`src/rtl/id_stage_pipe.sv`:
```
// id_stage_pipe: RV32I-subset decode with register file, load-use stall, branch flush and registered ID/EX outputs
module id_stage_pipe #(
    parameter int XLEN      = 32,
    parameter int NREG      = 32,
    parameter int WB_BYPASS = 1
) (
    input  logic            clk,
    input  logic            rst,
    input  logic            if_valid,
    input  logic [31:0]     if_inst,
    input  logic [XLEN-1:0] if_pc,
    output logic            id_ready,
    input  logic            ex_flush,
    input  logic            wb_we,
    input  logic [4:0]      wb_rd,
    input  logic [XLEN-1:0] wb_data,
    output logic            ex_valid,
    output logic [XLEN-1:0] ex_pc,
    output logic [4:0]      ex_rs1,
    output logic [4:0]      ex_rs2,
    output logic [4:0]      ex_rd,
    output logic [XLEN-1:0] ex_rs1_data,
    output logic [XLEN-1:0] ex_rs2_data,
    output logic [XLEN-1:0] ex_imm,
    output logic [3:0]      ex_alu_ctrl,
    output logic [2:0]      ex_funct3,
    output logic            ex_regwrite,
    output logic            ex_memread,
    output logic            ex_memwrite,
    output logic            ex_alusrc,
    output logic            ex_memtoreg,
    output logic            ex_branch,
    output logic            ex_illegal
);
    localparam int AW = $clog2(NREG);
    localparam logic [5:0] NR = 6'(NREG);
    localparam logic [6:0] OP_R = 7'b0110011, OP_I = 7'b0010011, OP_LD = 7'b0000011;
    localparam logic [6:0] OP_ST = 7'b0100011, OP_BR = 7'b1100011, OP_LUI = 7'b0110111;
    localparam logic [6:0] F7_ALT = 7'b0100000;
    localparam logic [3:0] ALU_ADD = 4'd0, ALU_SUB = 4'd1, ALU_AND = 4'd2, ALU_OR = 4'd3;
    localparam logic [3:0] ALU_SLT = 4'd4, ALU_SLTU = 4'd5, ALU_XOR = 4'd6, ALU_SLL = 4'd7;
    localparam logic [3:0] ALU_SRL = 4'd8, ALU_SRA = 4'd9, ALU_PASSB = 4'd10;

    typedef struct packed {
        logic            valid;
        logic [XLEN-1:0] pc;
        logic [4:0]      rs1;
        logic [4:0]      rs2;
        logic [4:0]      rd;
        logic [XLEN-1:0] rs1_data;
        logic [XLEN-1:0] rs2_data;
        logic [XLEN-1:0] imm;
        logic [3:0]      alu;
        logic [2:0]      f3;
        logic            regwrite;
        logic            memread;
        logic            memwrite;
        logic            alusrc;
        logic            memtoreg;
        logic            branch;
        logic            illegal;
    } idex_t;

    logic [XLEN-1:0] rf_q [NREG];
    idex_t           idex_d, idex_q;
    logic [6:0]      opc, f7, sh_f7;
    logic [4:0]      rs1, rs2, rd;
    logic [2:0]      f3;
    logic [5:0]      shamt;
    logic [XLEN-1:0] i_imm, s_imm, b_imm, u_imm, rs1_data, rs2_data;
    logic            use1, use2, bad, hz;

    function automatic logic [3:0] f3_alu(input logic [2:0] f);
        case (f)
            3'b000:  return ALU_ADD;
            3'b001:  return ALU_SLL;
            3'b010:  return ALU_SLT;
            3'b011:  return ALU_SLTU;
            3'b100:  return ALU_XOR;
            3'b101:  return ALU_SRL;
            3'b110:  return ALU_OR;
            default: return ALU_AND;
        endcase
    endfunction

    assign opc   = if_inst[6:0];
    assign rd    = if_inst[11:7];
    assign f3    = if_inst[14:12];
    assign rs1   = if_inst[19:15];
    assign rs2   = if_inst[24:20];
    assign f7    = if_inst[31:25];
    assign sh_f7 = (XLEN == 64) ? {if_inst[31:26], 1'b0} : f7;
    assign shamt = (XLEN == 64) ? if_inst[25:20] : {1'b0, if_inst[24:20]};
    assign i_imm = XLEN'($signed(if_inst[31:20]));
    assign s_imm = XLEN'($signed({if_inst[31:25], if_inst[11:7]}));
    assign b_imm = XLEN'($signed({if_inst[31], if_inst[7], if_inst[30:25], if_inst[11:8], 1'b0}));
    assign u_imm = XLEN'($signed({if_inst[31:12], 12'b0}));

    assign rs1_data = (rs1 == 5'd0 || {1'b0, rs1} >= NR) ? '0 :
                      (WB_BYPASS != 0 && wb_we && wb_rd == rs1) ? wb_data : rf_q[rs1[AW-1:0]];
    assign rs2_data = (rs2 == 5'd0 || {1'b0, rs2} >= NR) ? '0 :
                      (WB_BYPASS != 0 && wb_we && wb_rd == rs2) ? wb_data : rf_q[rs2[AW-1:0]];

    assign hz = idex_q.valid && idex_q.memread && idex_q.rd != 5'd0 && if_valid &&
                ((use1 && rs1 == idex_q.rd) || (use2 && rs2 == idex_q.rd));
    assign id_ready = ex_flush || !hz;

    // decode the instruction in ID into the next ID/EX contents; illegal or empty slots carry no controls
    always_comb begin
        idex_d = '0;
        use1 = 1'b0;
        use2 = 1'b0;
        bad = 1'b0;
        idex_d.valid = if_valid;
        idex_d.pc = if_pc;
        idex_d.rs1 = rs1;
        idex_d.rs2 = rs2;
        idex_d.rd = rd;
        idex_d.f3 = f3;
        idex_d.rs1_data = rs1_data;
        idex_d.rs2_data = rs2_data;
        case (opc)
            OP_R: begin
                use1 = 1'b1;
                use2 = 1'b1;
                idex_d.regwrite = 1'b1;
                idex_d.alu = (f7 == F7_ALT) ? (f3 == 3'b000 ? ALU_SUB : ALU_SRA) : f3_alu(f3);
                bad = !(f7 == 7'b0 || (f7 == F7_ALT && (f3 == 3'b000 || f3 == 3'b101)));
            end
            OP_I: begin
                use1 = 1'b1;
                idex_d.regwrite = 1'b1;
                idex_d.alusrc = 1'b1;
                idex_d.alu = (f3 == 3'b101 && sh_f7 == F7_ALT) ? ALU_SRA : f3_alu(f3);
                idex_d.imm = (f3 == 3'b001 || f3 == 3'b101) ? XLEN'(shamt) : i_imm;
                bad = (f3 == 3'b001 && sh_f7 != 7'b0) ||
                      (f3 == 3'b101 && sh_f7 != 7'b0 && sh_f7 != F7_ALT);
            end
            OP_LD: begin
                use1 = 1'b1;
                idex_d.regwrite = 1'b1;
                idex_d.memread = 1'b1;
                idex_d.memtoreg = 1'b1;
                idex_d.alusrc = 1'b1;
                idex_d.imm = i_imm;
            end
            OP_ST: begin
                use1 = 1'b1;
                use2 = 1'b1;
                idex_d.memwrite = 1'b1;
                idex_d.alusrc = 1'b1;
                idex_d.imm = s_imm;
            end
            OP_BR: begin
                use1 = 1'b1;
                use2 = 1'b1;
                idex_d.branch = 1'b1;
                idex_d.alu = ALU_SUB;
                idex_d.imm = b_imm;
                bad = f3[1];
            end
            OP_LUI: begin
                idex_d.regwrite = 1'b1;
                idex_d.alusrc = 1'b1;
                idex_d.alu = ALU_PASSB;
                idex_d.imm = u_imm;
            end
            default: bad = 1'b1;
        endcase
        idex_d.illegal = if_valid && (bad || (use1 && {1'b0, rs1} >= NR) ||
                         (use2 && {1'b0, rs2} >= NR) || (idex_d.regwrite && {1'b0, rd} >= NR));
        if (idex_d.illegal || !if_valid) begin
            {idex_d.regwrite, idex_d.memread, idex_d.memwrite} = 3'b000;
            {idex_d.alusrc, idex_d.memtoreg, idex_d.branch} = 3'b000;
            idex_d.alu = ALU_ADD;
        end
    end

    // register file: WB writes land at the edge; x0 and out-of-range indices are never stored
    always_ff @(posedge clk) begin
        if (rst)
            rf_q <= '{default: '0};
        else if (wb_we && wb_rd != 5'd0 && {1'b0, wb_rd} < NR)
            rf_q[wb_rd[AW-1:0]] <= wb_data;
    end

    // ID/EX register: reset, flush and load-use bubble all leave an empty slot
    always_ff @(posedge clk) begin
        idex_q <= (rst || ex_flush || hz) ? '0 : idex_d;
    end

    assign ex_valid    = idex_q.valid;
    assign ex_pc       = idex_q.pc;
    assign ex_rs1      = idex_q.rs1;
    assign ex_rs2      = idex_q.rs2;
    assign ex_rd       = idex_q.rd;
    assign ex_rs1_data = idex_q.rs1_data;
    assign ex_rs2_data = idex_q.rs2_data;
    assign ex_imm      = idex_q.imm;
    assign ex_alu_ctrl = idex_q.alu;
    assign ex_funct3   = idex_q.f3;
    assign ex_regwrite = idex_q.regwrite;
    assign ex_memread  = idex_q.memread;
    assign ex_memwrite = idex_q.memwrite;
    assign ex_alusrc   = idex_q.alusrc;
    assign ex_memtoreg = idex_q.memtoreg;
    assign ex_branch   = idex_q.branch;
    assign ex_illegal  = idex_q.illegal;
endmodule

```
`config.mk`:
```
export PLATFORM = sky130hd
export DESIGN_NAME = id_stage_pipe
export DESIGN_NICKNAME = d
export VERILOG_FILES = /design/src/rtl/id_stage_pipe.sv
export SDC_FILE = /design/constraint.sdc
export NUM_CORES = 2
export LEC_CHECK = 0
export CORE_UTILIZATION = 50
export DETAILED_ROUTE_END_ITERATION = 16
export PLACE_DENSITY = 0.67
export SLEW_MARGIN = 5
export SYNTH_ARGS = -nofsm -noshare
export SYNTH_HDL_FRONTEND = slang
export SYNTH_SLANG_ARGS = --single-unit
```
`constraint.sdc`:
```
create_clock -name clk -period 3.15 [get_ports clk]
set_clock_uncertainty 0.2 [all_clocks]
set_input_delay 0.315 -clock clk [delete_from_list [all_inputs] [get_ports clk]]
set_output_delay 0.315 -clock clk [all_outputs]
set_load 0.01 [all_outputs]
```
# Yosys cells after proc, flatten, opt, wreduce, memory -nomap -nowiden
# Cells that the tools add are included.
[op_classes]
n_mux = 26
n_reduce_logical = 43
order_cmp = 4
n_bitwise = 3
n_eq_ne = 18
[ops]
columns = ["operator", "count"]
rows = [
  ["$bwmux W1024", 1],
  ["$bmux W32 S5", 2],
  ["$mux W32", 8],
  ["$demux W32 S5", 1],
  ["$pmux W32 S5", 1],
  ["$eq A7 B6 Y1 const B", 4],
  ["$pmux W4 S7", 1],
  ["$eq A5 B5 Y1", 4],
  ["$ge A6 B6 Y1 const B", 3],
  ["$not A5 Y6", 3],
  ["$logic_and A1 B1 Y1", 16],
  ["$pmux W4 S4", 1],
  ["$mux W4", 3],
  ["$logic_not A5 Y1", 2],
  ["$reduce_bool A5 Y1", 2],
  ["$eq A3 B3 Y1 const B", 3],
  ["$logic_or A1 B1 Y1", 9],
  ["$reduce_or A4 Y1", 2],
  ["$eq A7 B2 Y1 const B", 1],
  ["$eq A7 B5 Y1 const B", 1],
  ["$eq A7 B7 Y1 const B", 1],
  ["$logic_not A7 Y1", 1],
  ["$mux W1", 7],
  ["$ne A7 B6 Y1 const B", 1],
  ["10 further kinds", 16],
]
[totals]
ff_bits = 1181
output_inout_bits = 159
word_cells = 142

# Depth between registers and ports, before layout
[logic_depth]
word_depth = 9
ltp_mapped = 10

# Worst setup path before layout
# OpenSTA, ideal clock, no wires.
[synth_timing]
path_type = "input to register"
start = "input port if_inst[15]"
end = "register idex_q, in the netlist ex_rs1_data[10]"
path_slack_ns = 0.662
arrival_ns = 2.154
t_required_ns = 2.816
path_buffers = 4
stages = 8
cell_sequence = "clkbuf_1 buf_4 buf_4 buf_2 mux4_2 a211oi_1 a22o_1 o22ai_1"
[synth_between]
elab_chain_len = 6
[synth_rtl]
columns = ["element", "line", "rtl"]
rows = [
  ["start: declaration", "10", "input logic [31:0] if_inst,"],
  ["parallel branches: the longest is 6 deep, another holds $bmux W32 S5", "n/a", ""],
  ["end signal: assignment", "189", "idex_q <= (rst || ex_flush || hz) ? '0 : idex_d;"],
  ["end: declaration", "65", "idex_t idex_d, idex_q;"],
]
# Several ways; the timed one is not identified. The select of a mux whose other input is x is not followed.
# A chain may end at the register's enable or synchronous reset.

# Worst setup path in the final report
[layout_timing]
start = "register idex_q, in the netlist ex_rd[3]"
end = "output port id_ready"
[layout_between]
elab_chain_len = 6
[layout_rtl]
columns = ["element", "line", "rtl"]
rows = [
  ["$eq A5 B5 Y1 or $reduce_bool A5 Y1 (tied branches)", "105, 104", ""],
  ["$logic_and A1 B1 Y1, on equally long branches", "105, 104", ""],
  ["$logic_or A1 B1 Y1 or $logic_and A1 B1 Y1 (tied branches)", "105, 104", ""],
  ["$logic_and A1 B1 Y1 (*)", "104", "assign hz = idex_q.valid && idex_q.memread && idex_q.rd != 5'd0 && if_valid &&"],
  ["$logic_not A1 Y1 (*)", "106", "assign id_ready = ex_flush || !hz;"],
  ["$logic_or A1 B1 Y1 (*)", "106", ""],
  ["end: declaration", "12", "output logic id_ready,"],
]
# Every way passes the cells marked *; elsewhere a longest branch is shown, timed or not.

==> impl_metrics.ini <==
[floorplan]
rows = 123
fp.dieW_microns = 339
dieArea_sq_um = 115000
ios = 265
die_h_microns = 339
initial_core_util = 0.505
core_area_sq_um = 113000

[synth]
ys.flop_type = dfxtp_1
yosysTopAreaCell = dfxtp_1
syn_area_sq_um = 56900
post-synth-top-count-cell = nand2_1
syn-num-nets = 6757
synth.area.top_cells = dfxtp_1, nand2_1, mux4_2, a21oi_1, mux2i_1
synth_area_per_cell_sq_um = 8.55
ys_ff_latch = 1181
synth_cells = 6651
synth_commonest_cells = nand2_1, dfxtp_1, a21oi_1
async_flop_share = 0
synth_seq_area_share = 0.416
ys.warnings.count = 0
synth.top_cell.area_share = 0.416
post_synth_num_cell_types = 59
synth_edf_count = 0

[worst_setup_path]
setup.worst_path.class = reg2out
crit_path_end_kind = output pin
required_ns = 2.63
startpoint_type = flop
r2r_cells = 6
worstPathArrival_ns = 2.51
path_max_fanout = 4

[clocking]
cts_num_sinks = 1181
path_clk_slew_ns = 0.06
cts-root-buf = clkbuf_16
cts_tree = done
cts_buffers = 120
cts_max_path_buffers = 3
cts_max_level = 3
insertion_delay_ns = 0.76
postCtsSetupBuffers = 0

[global_route]
grt_max_degree = 222
grt.total_usage = 0.413
grt_pass1_wl_microns = 353000
grt_pass1_vias = 51700
grt_overflow = 0
antenna_found_initial = 5

[detailed_routing]
postRouteAntennaNets = 0
wire_per_inst_microns = 29.5
vias = 55400
first_pass_iters = 8
drc = 0
drtIter0Drc = 8866
wirelength_microns = 246000
post_drt_via_cell_ratio = 6.66

[layout]
syn_to_final_growth_pct = 18.7
fill_cells = 9547
stdcell_count = 8319
multi_input_area_sq_um = 30500
nets = 6822
regArea_sq_um = 23600
drive_gt1_frac = 0.145

[placement]
gp_congestion = 0.952
dpl.hpwl_microns = 148000
port_buffers = 264
dp_cells = 8056

[sta]
hold_ws_ns = 0.00727
setup_viol = 0
slew_headroom = 0.114
rsz0062_at_grt = false
finalCritPeriodShare = 0.960
finalMaxSlewViolations = 0
fmax_ghz = 0.331
tightest_slew_ns = 1.33
period_minus_slack_ns = 3.02
fin_tns_setup_ns = 0
hold_viol_final = 0

[hold_path]
hold_class = in2reg
whs_path_depth = 2

[pwr]
power.density_nw_per_um2 = 502
p_leak_nw = 22.7
ir_worst_vdd_v = 0.000452

[status]
outcome = complete, no violations

[job]
max_cap_viol_count = 0
[area by class of cell]
cell class	instances	share of cell area
Sequential cell	1181	0.351
Tap cell	1500	0.0278
Clock inverter	56	0.0114
Inverter	44	0.00245
Clock buffer	166	0.0517
Antenna cell	3	0.000111
Timing Repair Buffer	643	0.103
Multi-Input combinational cell	4726	0.453
[worst paths after layout]
kind / from / to / slack [ns]
hold / removal: if_inst[9] / ex_rd[2] / 0.007
setup reg to reg: ex_rd[1] / ex_rs1_data[12] / 0.32
setup / recovery: ex_rd[3] / id_ready / 0.13
hold reg to reg: rf_q[119] / rf_q[119] / 0.26
[report_power, final]
group / switching, W / internal (W)
Combinational: 0.00198 / 0.00107
Clock: 0.00647 / 0.00917
Sequential: 0.000115 / 0.0151
Total: 0.00857 / 0.0253
[routing by layer]
metal / vias to the layer above / share of wire / track usage
li1: 23300 / - / -
met4: 10 / 0.081 / 0.280
met3: 1158 / 0.15 / 0.134
met5: - / 0.00037 / 0
met2: 4512 / 0.42 / 0.610
met1: 26500 / 0.35 / 0.515
[state kept, by name, indices dropped and copies added, names as in the netlist, 4 cells and up]
name / flops
ex_rd: 5
ex_rs1_data: 32
rf_q: 1024
ex_rs2_data: 32
ex_imm: 32
ex_rs1: 5
ex_alu_ctrl: 4
ex_pc: 32
ex_rs2: 5
[per-stage QoR]
| stage | total power, W | worst slack (ns) | instance area, sq um | util |
|---|---|---|---|---|
| 6_report | 0.0339 | 0.125 | 67500 | 0.599 |
| 5_1_grt | 0.0345 | 0.0293 | 67500 | 0.599 |
| 4_1_cts | 0.0337 | 0.129 | 67500 | 0.599 |
| 3_5_place_dp | 0.0184 | 0.121 | 62800 | 0.558 |
| 3_3_place_gp | 0.0184 | 0.124 | 62800 | 0.558 |
| 2_1_floorplan | 0.0171 | 0.662 | 56900 | - |
[cells in the final DEF (no fill, tap or decap), types with 27 or more instances in the layout]
cell type        synthesis  final
clkbuf_16                0    122
clkinv_2                 0     32
buf_12                   0    110
mux4_2                 320    320
a211oi_1                87     87
a22o_1                  46     46
nand2_1               2108   2077
nor3_1                  36     35
inv_1                   44     44
clkdlybuf4s50_1          0    253
o21ai_0                 27     27
nand2_2                  0     31
o22ai_1                139    139
clkbuf_8                 0     28
o221ai_1                48     48
a21oi_1               1040   1040
nor2_1                  84     55
mux2i_1                382    382
a22oi_1                 58     58
dlygate4sd3_1            0     38
nor2b_1                 41     37
buf_4                   31    233
and2_1                  53     51
dfxtp_1               1181   1177
nor2_4                   0     29
nor4_1                  53     53
[worst max-delay path, stage by stage (launching register included)]
cell	delay, ns
dfxtp_2	0.41
or4_4	0.16
o2111ai_1	0.11
or4_1	0.57
a21o_1	0.22
dlygate4sd2_1	0.30
[timing repair]
action,in CTS,in global routing
hold buffers,38,0
setup endpoints to repair,1,0
endpoints found under the hold margin,78,0
resized for setup,5,0
[cell families after synthesis]
group	Yosys count	synth area share
mux	721	0.198
buf+inv	744	0.0537
xor+xnor	23	0.00354
compound gates	1528	0.155
flops	1181	0.416
simple gates	2454	0.174
(Power assumes the default switching activity.)
